**config.mk**
```make
export PLATFORM = sky130hd
export DESIGN_NAME = alu_exec_ctrl
export DESIGN_NICKNAME = d
export VERILOG_FILES = /design/src/rtl/alu_exec_ctrl.sv
export SDC_FILE = /design/constraint.sdc
export NUM_CORES = 1
export LEC_CHECK = 0
export ABC_CLOCK_PERIOD_IN_PS = 2480
export CAP_MARGIN = 20
export CORE_MARGIN = 2
export CORE_UTILIZATION = 39
export DETAILED_ROUTE_END_ITERATION = 12
export PLACE_DENSITY_LB_ADDON = 0.08
export REMOVE_ABC_BUFFERS = 1
export SLEW_MARGIN = 20
export SYNTH_ARGS = -nofsm -noshare
export SYNTH_HDL_FRONTEND = slang
export SYNTH_SLANG_ARGS = --single-unit
```
**constraint.sdc**
```tcl
create_clock -name clk -period 2.48 [get_ports clk]
set_input_delay 0.372 -clock clk [delete_from_list [all_inputs] [get_ports clk]]
set_output_delay 0.372 -clock clk [all_outputs]
set_load 0.03 [all_outputs]
```
**src/rtl/alu_exec_ctrl.sv**
```systemverilog
// Execute-stage controller: issue (S1) and result (S2) registers around the shared ALU, Z/V/N flags, branch resolution, HLT drain.
// Define EX_FLAG_BYPASS_EN to let a branch resolve against the flags S1 is writing this cycle, instead of stalling behind it.
module alu_exec_ctrl (
    input  logic        clk,
    input  logic        rst_n,
    input  logic        in_valid,
    output logic        in_ready,
    input  logic [3:0]  in_opcode,
    input  logic [15:0] in_a,
    input  logic [15:0] in_b,
    input  logic [2:0]  in_ccc,
    input  logic [3:0]  in_rd,
    output logic [3:0]  alu_opcode,
    output logic [15:0] alu_in1,
    output logic [15:0] alu_in2,
    input  logic [15:0] alu_out,
    input  logic        alu_ovfl,
    input  logic        alu_neg,
    output logic        out_valid,
    input  logic        out_ready,
    output logic [15:0] out_result,
    output logic [3:0]  out_opcode,
    output logic [3:0]  out_rd,
    output logic        br_valid,
    output logic        br_taken,
    output logic [2:0]  flags,
    output logic        halted
);

    localparam logic [3:0] OP_B   = 4'b1100;
    localparam logic [3:0] OP_BR  = 4'b1101;
    localparam logic [3:0] OP_HLT = 4'b1111;

    typedef enum logic [1:0] {
        RUN    = 2'd0,
        DRAIN  = 2'd1,
        HALTED = 2'd2
    } state_t;

    state_t      state_q, state_d;
    logic        s1Valid_q, s1Valid_d;
    logic [3:0]  s1Op_q;
    logic [15:0] s1A_q, s1B_q;
    logic [3:0]  s1Rd_q;
    logic        s2Valid_q, s2Valid_d;
    logic [15:0] s2Result_q;
    logic [3:0]  s2Op_q;
    logic [3:0]  s2Rd_q;
    logic [2:0]  flags_q, flags_d;
    logic        brValid_q, brValid_d;
    logic        brTaken_q, brTaken_d;

    logic        s1Move;
    logic        accept;
    logic        inIsBranch;
    logic        stall;
    logic [2:0]  s1Mask;
    logic [2:0]  branchFlags;

    // Write mask in {Z,V,N} order for each opcode
    function automatic logic [2:0] flagMask(input logic [3:0] op);
        case (op)
            4'b0000, 4'b0001:                   flagMask = 3'b111;
            4'b0010, 4'b0100, 4'b0101, 4'b0110: flagMask = 3'b100;
            default:                            flagMask = 3'b000;
        endcase
    endfunction

    function automatic logic branchCond(input logic [2:0] ccc, input logic [2:0] f);
        logic z, v, n;
        z = f[2];
        v = f[1];
        n = f[0];
        case (ccc)
            3'b000:  branchCond = ~z;
            3'b001:  branchCond = z;
            3'b010:  branchCond = ~z & ~n;
            3'b011:  branchCond = n;
            3'b100:  branchCond = z | ~n;
            3'b101:  branchCond = n | z;
            3'b110:  branchCond = v;
            default: branchCond = 1'b1;
        endcase
    endfunction

    assign s1Move     = s1Valid_q & (~s2Valid_q | out_ready);
    assign inIsBranch = (in_opcode == OP_B) | (in_opcode == OP_BR);
    assign s1Mask     = flagMask(s1Op_q);

    assign flags_d = s1Move
                   ? ((s1Mask & {~|alu_out, alu_ovfl, alu_neg}) | (~s1Mask & flags_q))
                   : flags_q;

`ifdef EX_FLAG_BYPASS_EN
    // A branch can only be accepted behind S1 when S1 moves, so flags_d is exactly the value it must see
    assign stall       = 1'b0;
    assign branchFlags = flags_d;
`else
    assign stall       = inIsBranch & s1Valid_q & (|s1Mask);
    assign branchFlags = flags_q;
`endif

    assign in_ready = rst_n & (state_q == RUN) & (~s1Valid_q | s1Move) & ~stall;
    assign accept   = in_valid & in_ready;

    always_comb begin
        state_d   = state_q;
        s1Valid_d = s1Valid_q;
        s2Valid_d = s2Valid_q;
        brValid_d = accept & inIsBranch;
        brTaken_d = accept & inIsBranch & branchCond(in_ccc, branchFlags);

        if (accept) begin
            s1Valid_d = 1'b1;
        end else if (s1Move) begin
            s1Valid_d = 1'b0;
        end

        if (s1Move) begin
            s2Valid_d = 1'b1;
        end else if (out_ready) begin
            s2Valid_d = 1'b0;
        end

        case (state_q)
            RUN: begin
                if (accept && (in_opcode == OP_HLT)) begin
                    state_d = DRAIN;
                end
            end
            DRAIN: begin
                if (s2Valid_q && out_ready && (s2Op_q == OP_HLT)) begin
                    state_d = HALTED;
                end
            end
            HALTED:  state_d = HALTED;
            default: state_d = RUN;
        endcase
    end

    always_ff @(posedge clk) begin
        if (!rst_n) begin
            state_q   <= RUN;
            s1Valid_q <= 1'b0;
            s2Valid_q <= 1'b0;
            flags_q   <= 3'b000;
            brValid_q <= 1'b0;
            brTaken_q <= 1'b0;
        end else begin
            state_q   <= state_d;
            s1Valid_q <= s1Valid_d;
            s2Valid_q <= s2Valid_d;
            flags_q   <= flags_d;
            brValid_q <= brValid_d;
            brTaken_q <= brTaken_d;
        end
    end

    // Payload registers carry no reset; their valid bits qualify them
    always_ff @(posedge clk) begin
        if (accept) begin
            s1Op_q <= in_opcode;
            s1A_q  <= in_a;
            s1B_q  <= in_b;
            s1Rd_q <= in_rd;
        end
        if (s1Move) begin
            s2Result_q <= alu_out;
            s2Op_q     <= s1Op_q;
            s2Rd_q     <= s1Rd_q;
        end
    end

    assign alu_opcode = s1Op_q;
    assign alu_in1    = s1A_q;
    assign alu_in2    = s1B_q;
    assign out_valid  = s2Valid_q;
    assign out_result = s2Result_q;
    assign out_opcode = s2Op_q;
    assign out_rd     = s2Rd_q;
    assign br_valid   = brValid_q;
    assign br_taken   = brTaken_q;
    assign flags      = flags_q;
    assign halted     = (state_q == HALTED);

endmodule

```
==> load_flow_metrics.sql <==
INSERT INTO impl_metrics (metric_group, metric, value, unit) VALUES
('final_layout', 'finish.utilization', '65.72', '%'),
('sta', 'slew_of_the_pin_with_the_lowest_slew_margin', '0.3371', 'ns'),
('setup_path', 'critPathKind', 'in2out', ''),
('sta', 'final_critical_path_setup_slack', '0.4861', 'ns'),
('sta', 'finalMaxSlewViolations', '0', ''),
('setup_path', 'timing.critical_path.from_type', 'input pin', ''),
('floorplan', 'die_width', '84.32', 'µm'),
('floorplan', 'core_region_area', '6277', 'µm²'),
('synth', 'asyncSetResetFlopFracSynth', '0', '%'),
('grt', 'globalRouteMet3Util', '7.965', '%'),
('final_layout', 'final_layout_size_suffix_gt1_share', '8.602', '%'),
('synth', 'synthesis.area_per_instance', '19.21', 'µm²'),
('clock_network', 'ctsRootBufferMaster', 'clkbuf_8', ''),
('sta', 'max_clk_rate', '501.5', 'MHz'),
('hold_path', 'worst_hold_path_type', 'reg2reg', ''),
('route', 'post-route-drc-count', '0', ''),
('grt', 'globalRouteMet2Util', '24.17', '%'),
('grt', 'grtUsageMet1', '15.82', '%'),
('sta', 'post-route-min-period', '1.994', 'ns'),
('final_layout', 'antenna_cells_inserted', '0', ''),
('setup_path', 'cp_data_arrival_time', '1.62', 'ns'),
('synth', 'yosysUniqueCellTypes', '28', ''),
('setup_path', 'crit_slowest_cell', 'clkdlybuf4s50_1', ''),
('placement', 'detailedPlacementHpwl', '3.887', 'mm'),
('grt', 'grtUsageTotal', '14.65', '%'),
('grt', 'grt_pass1_wl', '7.969', 'mm'),
('clock_network', 'ctsLongestPathBuffers', '2', ''),
('floorplan', 'fp-row-count', '29', ''),
('clock_network', 'cts_htree_levels', '3', ''),
('route', 'drtIter0Drc', '54', ''),
('clock_network', 'post_cts_hold_buffer_count', '0', ''),
('synth', 'synth.yosys.warnings', '0', ''),
('outcome', 'outcome', 'complete, no violations', ''),
('clock_network', 'clock_insertion_delay_worst_skew', '0.33', 'ns'),
('route', 'drt_first_pass_iters', '4', ''),
('route', 'drt-vias-per-instance', '4.621', ''),
('setup_path', 'cp_data_required_time', '2.11', 'ns'),
('synth', 'total_of_flip_flops_plus_latches_after_synthesis', '73', ''),
('grt', 'global_route.peak_usage_layer', 'met2', ''),
('clock_network', 'tritoncts.num_buffers', '9', ''),
('synth', 'synthFlopType', 'edfxtp_1', ''),
('sta', 'timing.final.crit_share', '80.40', '%'),
('setup_path', 'critPathTopFamily', 'buffers and inverters', ''),
('grt', 'grt_pass1_vias', '1696', ''),
('synth', 'cell_types_occupying_the_most_area_after_synthesis', 'edfxtp_1, dfxtp_1, ha_1', ''),
('grt', 'number_of_antenna_violations_at_the_first_check_in_global_routing', '0', ''),
('route', 'post_detailed_routing_wire_length', '5.109', 'mm'),
('power', 'power.density_cell_area', '603.8', 'nW/µm²'),
('grt', 'grt_max_degree', '41', ''),
('floorplan', 'initial_core_util', '40.08', '%'),
('final_layout', 'layout.cells.most_common_list', 'clkdlybuf4s50_1, edfxtp_1, nand2_1', ''),
('floorplan', 'ios', '133', ''),
('floorplan', 'die-height', '84.32', 'µm'),
('sta', 'clock_skew', '0.007503', 'ns'),
('synth', 'post_synth_instance_area', '2516', 'µm²'),
('sta', 'final.hold.worst_slack', '0.4231', 'ns'),
('placement', 'post-place-ws', '0.2737', 'ns'),
('final_layout', 'final_common_cell', 'clkdlybuf4s50_1', ''),
('route', 'route.detailed.wl_per_inst', '14.35', 'µm'),
('synth', 'syn_inst', '131', ''),
('setup_path', 'cp_slowest_stage_delay', '0.49', 'ns'),
('setup_path', 'cp_max_fo', '3', ''),
('clock_network', 'clock_sinks', '73', ''),
('route', 'ant_nets', '0', ''),
('final_layout', 'design.final.nets', '345', ''),
('synth', 'number_of_enable_flip_flop_cells_after_synthesis', '64', ''),
('synth', 'top_area_cell_type_share_of_the_netlist_area', '76.38', '%'),
('clock_network', 'path_clk_slew', '0.07', 'ns'),
('setup_path', 'worst-path-buf-inv', '2', ''),
('clock_network', 'tritoncts', 'done', ''),
('clock_network', 'post_cts_resize_count', '0', '');
-- cells by family after synthesis --
| kind of cell | synth area share, % |
|---|---|
| AO/OA/AOI/OAI | 3.780 |
| adder cells (fa/ha/maj) | 2.387 |
| AND/OR/NAND/NOR | 7.907 |
| multiplexers | 1.591 |
| flip-flops | 83.54 |
| buffers and inverters | 0.7953 |
-- cells in the mapped netlist (all sizes together) (2+ instances only) --
cell type,instances
inv,4
edfxtp,64
nand4,3
and3b,2
nor4,4
dfxtp,9
o21ai,5
nand2,12
nor2b,4
ha,4
mux2i,4
and2b,2
-- routing by layer --
metal | share of wire [%] | vias up
met5 | 0 | -
met4 | 1.2 | 0
met3 | 13 | 6
met2 | 48 | 85
met1 | 38 | 764
li1 | - | 790
-- stage by stage --
stage / setup TNS [ns] / area [µm²] / total power (W) / cells
final: 0 / 4125 / 0.002491 / 356
after detailed placement: 0 / 3976 / 0.001797 / 342
after CTS: 0 / 4125 / 0.002527 / 356
after floorplan: -6.213 / 2511 / 0.001580 / 130
after global routing: 0 / 4125 / 0.002593 / 356
after global placement: 0 / 3976 / 0.001794 / 342
-- final cells by class --
| class | instances | area, µm² | share of cell area (%) |
|---|---|---|---|
| Tap cell | 77 | 96.34 | 2.335 |
| Sequential cell | 73 | 2102 | 50.96 |
| Clock inverter | 5 | 25.02 | 0.6066 |
| Multi-Input combinational cell | 53 | 396.6 | 9.615 |
| Inverter | 4 | 15.01 | 0.3640 |
| Timing Repair Buffer | 135 | 1366 | 33.12 |
| Clock buffer | 9 | 123.9 | 3.003 |
-- worst reg2reg max path: stages (launching register included) --
cell,delay [ns]
dfxtp_1,0.33
inv_1,0.11
ha_1,0.22
nand2_1,0.10
a311oi_4,0.27
nand2_2,0.11
inv_1,0.13
buf_12,0.24
-- state kept, by name (all words and copies together) (netlist names), named ones only --
register / flops
br_taken: 1
s1Valid_q: 1
s1Rd_q: 4
alu_opcode: 4
out_valid: 1
out_opcode: 4
out_rd: 4
state_q: 2
out_result: 16
alu_in2: 16
br_valid: 1
alu_in1: 16
-- power by group --
group	internal, W	total (W)	switching (W)
sequential	0.00140	0.00141	0.0000167
clock	0.000341	0.000724	0.000383
combinational	0.000183	0.000352	0.000170
total	0.00192	0.00249	0.000569
-- final timing paths --
| check | start | to | slack [ns] | cells after the start |
|---|---|---|---|---|
| max reg2reg | state_q[1] | alu_in1[1] | 0.65 | 7 |
| min reg2reg | s1Rd_q[1] | out_rd[1] | 0.42 | 0 |
| max | out_ready | in_ready | 0.49 | 4 |
| min | s1Rd_q[1] | out_rd[1] | 0.42 | 0 |
No activity file was read; power rests on OpenSTA's default activity.
